### src/rtl/mips_int_ctrl.sv
// Vectored interrupt controller: fixed-priority arbitration, entry/ERET sequencing, EPC and status bit.
// Optional software-pending source is enabled by defining MIPS_INT_SWI_EN.
module mips_int_ctrl #(
  parameter int          NUM_IRQ    = 4,
  parameter int          ID_W       = 3,
  parameter logic [31:0] VEC_BASE   = 32'h0000_0100,
  parameter int          VEC_STRIDE = 8
) (
  input  logic               clk,
  input  logic               reset,
  input  logic [NUM_IRQ-1:0] irq_req,
  output logic [NUM_IRQ-1:0] irq_ack,
  input  logic               mask_we,
  input  logic [NUM_IRQ-1:0] mask_wd,
  input  logic               ie_we,
  input  logic               ie_wd,
  input  logic               eret,
  input  logic [31:0]        pc_next,
  output logic               pc_redirect,
  output logic [31:0]        pc_target,
  output logic [31:0]        epc,
  output logic               status_ie,
  output logic [ID_W-1:0]    active_id,
`ifdef MIPS_INT_SWI_EN
  input  logic               swi_we,
  input  logic               swi_wd,
`endif
  output logic               in_service
);

`ifdef MIPS_INT_SWI_EN
  localparam int NSRC = NUM_IRQ + 1;
`else
  localparam int NSRC = NUM_IRQ;
`endif

  typedef enum logic [1:0] {IDLE, TAKE, SERVICE} state_t;

  state_t             state;
  logic [NUM_IRQ-1:0] mask;
  logic [NSRC-1:0]    pend;
  logic [ID_W-1:0]    sel;
  logic               take_ok;

  function automatic logic [ID_W-1:0] lowest_set(input logic [NSRC-1:0] v);
    logic [ID_W-1:0] id;
    id = '0;
    for (int i = NSRC - 1; i >= 0; i--)
      if (v[i]) id = ID_W'(i);
    return id;
  endfunction

  function automatic logic [31:0] vector_addr(input logic [ID_W-1:0] id);
    return VEC_BASE + 32'(id) * 32'(VEC_STRIDE);
  endfunction

`ifdef MIPS_INT_SWI_EN
  logic swi_pend;

  // Software source sits above the hardware sources, so it is the lowest priority.
  always_ff @(posedge clk or posedge reset) begin
    if (reset)
      swi_pend <= 1'b0;
    else if (swi_we)
      swi_pend <= swi_wd;
    else if (state == TAKE && active_id == ID_W'(NUM_IRQ))
      swi_pend <= 1'b0;
  end

  assign pend = {swi_pend, irq_req & mask};
`else
  assign pend = irq_req & mask;
`endif

  assign sel     = lowest_set(pend);
  assign take_ok = status_ie && (|pend) && !(ie_we && !ie_wd);

  always_ff @(posedge clk or posedge reset) begin
    if (reset) begin
      state     <= IDLE;
      status_ie <= 1'b0;
      mask      <= '1;
      epc       <= '0;
      active_id <= '0;
    end else begin
      if (mask_we) mask <= mask_wd;
      case (state)
        IDLE: begin
          if (ie_we) status_ie <= ie_wd;
          if (take_ok) begin
            active_id <= sel;
            state     <= TAKE;
          end
        end
        TAKE: begin
          // The instruction executing now completes; its successor is the return address.
          epc       <= pc_next;
          status_ie <= 1'b0;
          state     <= SERVICE;
        end
        SERVICE: begin
          if (eret) begin
            status_ie <= 1'b1;
            state     <= IDLE;
          end
        end
        default: state <= IDLE;
      endcase
    end
  end

  always_comb begin
    pc_redirect = 1'b0;
    pc_target   = '0;
    irq_ack     = '0;
    if (state == TAKE) begin
      pc_redirect = 1'b1;
      pc_target   = vector_addr(active_id);
      // Shifting past the top bit leaves the ack clear for the software source.
      irq_ack     = NUM_IRQ'(1) << active_id;
    end else if (state == SERVICE && eret) begin
      pc_redirect = 1'b1;
      pc_target   = epc;
    end
  end

  assign in_service = (state != IDLE);

endmodule

### config.mk
export PLATFORM = sky130hd
export DESIGN_NAME = mips_int_ctrl
export DESIGN_NICKNAME = d
export VERILOG_FILES = /design/src/rtl/mips_int_ctrl.sv
export SDC_FILE = /design/constraint.sdc
export NUM_CORES = 1
export LEC_CHECK = 0
export CORE_ASPECT_RATIO = 0.5
export CORE_UTILIZATION = 37
export CTS_CLUSTER_SIZE = 10
export DETAILED_ROUTE_END_ITERATION = 10
export PLACE_DENSITY = 0.91
export SETUP_SLACK_MARGIN = 0.4
export SYNTH_ARGS = -nofsm -noshare
export SYNTH_HDL_FRONTEND = slang
export SYNTH_SLANG_ARGS = --single-unit
export TNS_END_PERCENT = 30
### constraint.sdc
create_clock -name clk -period 2.7 [get_ports clk]
set_input_delay 0.54 -clock clk [delete_from_list [all_inputs] [get_ports clk]]
set_output_delay 0.54 -clock clk [all_outputs]
set_load 0.1 [all_outputs]
==> results.md <==
* Status: finished, final reports clean
* Crit path max fanout at 32
* Die Area at 5700 µm²
* Post-Synthesis Net Count at 276
* Global-route wire length before repair at 11700 µm
* CP endpoint kind: output port
* Synth Warn # at 0
* Xor and xnor area share after synthesis at 0
* H-tree levels at 2
* Top post-synthesis cells by area: dfrtp_1 46%, nand2_1 13%, nand2b_1 8.8%
* Setup Skew at 0.00639 ns
* Ant. Diodes at 0
* Clk_lat worst skew at 0.31 ns
* Drt drc at 0
* Max cap viols at 0
* Count of final setup violators at 0
* CP max stage cell: dfrtp_1
* Final hold vios at 0
* Cells after Synth at 226
* Crit-path max cell delay at 0.42 ns
* Synth async-reset ratio at 1.00
* Via count at 2237
* Rel. slew slack at 0.650
* DP HPWL at 4990 µm
* Initial core utilization at 0.395
* GRT Overall Usage at 0.280
* Share of cells above drive strength 1 at 0.433
* Hold_buf cts at 0
* Seq/Total Area, Yosys at 0.517
* RSZ-0062 raised after global routing: yes
* DR iter-0 viols at 71
* Remaining global-route overflow at 0
* Vias in the first global route at 2183
* Worst-case clock buffer depth at 2
* Number of synthesized flops with an enable pin at 0
* Num CTS Buffers at 5
* Clock transition at the registers of the reported paths at 0.08 ns
* Slew Viols, Final at 0
* CP Cell Sequence: inv_2 > ha_4 > buf_12 > nand2b_1 > nor2_4 > buf_12
* Routed WL per cell at 20.2 µm
* IO Count at 120
* CP required at 2.16 ns
* Prevailing post-synth register cell: dfrtp_1
* Root buf cell: clkbuf_8
* Final Wtd Congestion at 0.771
* Syn Std Cell Area at 1990 µm²
* Pin count of the biggest net entering global routing at 42
* Arrival time worst endpoint at 1.76 ns
* Fmax at 0.435 GHz
* NumNets Final at 398
* Total routed wirelength at 8480 µm
* Rows at 18
* Synth Area in Compound Gates at 0.0741
* Yosys reg bits at 41
* Die height at 53.9 µm
* Setup Crit Path Kind: reg2out
* CTS Sinks at 41
* Combinational family with the most area after synthesis: simple AND/OR/NAND/NOR gates
* Post-synth top area share at 0.465
* Hold/Removal Path Class: reg2reg
* P&R area growth vs syn at 98.2%
* Most frequent cell after synthesis: nand2_1
* First-pass iteration count of the detailed router at 4
* Port Buffers at 118
* Syn avg cell area at 8.82 µm²
* Simple-gate share of the synthesized area at 0.294
* CP startpoint kind: flip-flop
* Vias per cell at 5.34
* Yosys cell types at 29
* Setup tns final at 0 ns
* Mux cell area share after synthesis at 0.0439
* Adder-cell area share of the yosys netlist at 0.0251
* Cell taking the most area after synthesis: dfrtp_1
* Final Critical Period at 2.30 ns
* Crit-path most repeated cell: buf_12
* CTS tree: built
* Worst Max-Slew Pin Slew at 0.525 ns
* Initial antenna violation count at 0
* Synth cell count leaders: 71 x nand2_1, 37 x dfrtp_1, 31 x nor2_1
* ANT nets after route at 0
* Period utilisation layout at 0.852
* Core area at 5040 µm²
* Die width at 106 µm
[cell families after synthesis]
family / after synthesis
other: 1
AOI/OAI and AO/OA: 18
DFF: 41
adders and majority gates: 4
buffers and inverters: 20
and+or+nand+nor: 134
muxes: 8
[metrics by stage]
stage	instance area, µm²	hold WS [ns]	setup WS, ns	cells	util
after global placement	3650	0.495	0.398	407	0.724
after floorplan	2110	0.549	0.228	226	-
after global routing	3950	0.560	0.348	419	0.783
after CTS	3850	0.524	0.401	418	0.763
after detailed placement	3650	0.505	0.353	407	0.724
final	3950	0.523	0.400	419	0.783
[layer usage]
layer	part of all wire	GRT usage	up-vias
met1	0.37	0.305	1125
met4	0.047	0.162	0
met5	0	0	-
met3	0.055	0.0642	49
met2	0.52	0.528	112
li1	-	-	951
[cell type report]
type	instances	area (µm²)
Clock inverter	1	30.0
Timing Repair Buffer	126	1580
Clock buffer	7	86.3
Tap cell	70	87.6
Multi-Input combinational cell	165	1100
Sequential cell	41	1030
Fill cell	281	1090
Inverter	9	36.3
[path summary, 6_finish.rpt]
check	from	end	slack, ns	cells after the start
max	state[1]	pc_target[1]	0.40	6
min	epc[23]	epc[23]	0.52	2
max reg2reg	state[1]	status_ie	1.15	6
min reg2reg	epc[23]	epc[23]	0.52	2
max in group asynchronous	reset	active_id[0]	1.65	3
min in group asynchronous	reset	epc[16]	0.66	3
[critical path, delay by kind of cell, from the launching register on]
| family | cells | cell delay [ns] |
|---|---|---|
| adder cells (fa/ha/maj) | 1 | 0.20 |
| buffers and inverters | 3 | 0.43 |
| flip-flops | 1 | 0.42 |
| AND/OR/NAND/NOR | 2 | 0.38 |
[timing repair]
action,in CTS,in global routing
pin swaps,3,3
setup buffers,2,1
resized for setup,7,21
endpoints found under the setup margin,32,32
gates cloned,1,0
hold endpoints to repair,0,0
[cells in the final DEF (no fill, tap or decap), types with 4 or more instances in the layout]
master           Yosys  final
nand2_1             71     69
clkdlybuf4s50_1      0     44
buf_4                1     40
buf_12               0     39
dfrtp_1             37     34
nand2b_1            28     25
nor2_2               0     17
nor2_4               0     13
clkbuf_8             0      6
mux2_2               5      5
inv_1                7      5
dfstp_2              4      4
[sequential cells by signal (all words and copies together) (netlist names)]
signal,count
status_ie,1
state,2
epc,32
mask,4
active_id,2
Power is not shown: default switching activity piles up to over one toggle a cycle in this logic, so the estimate is an artifact.
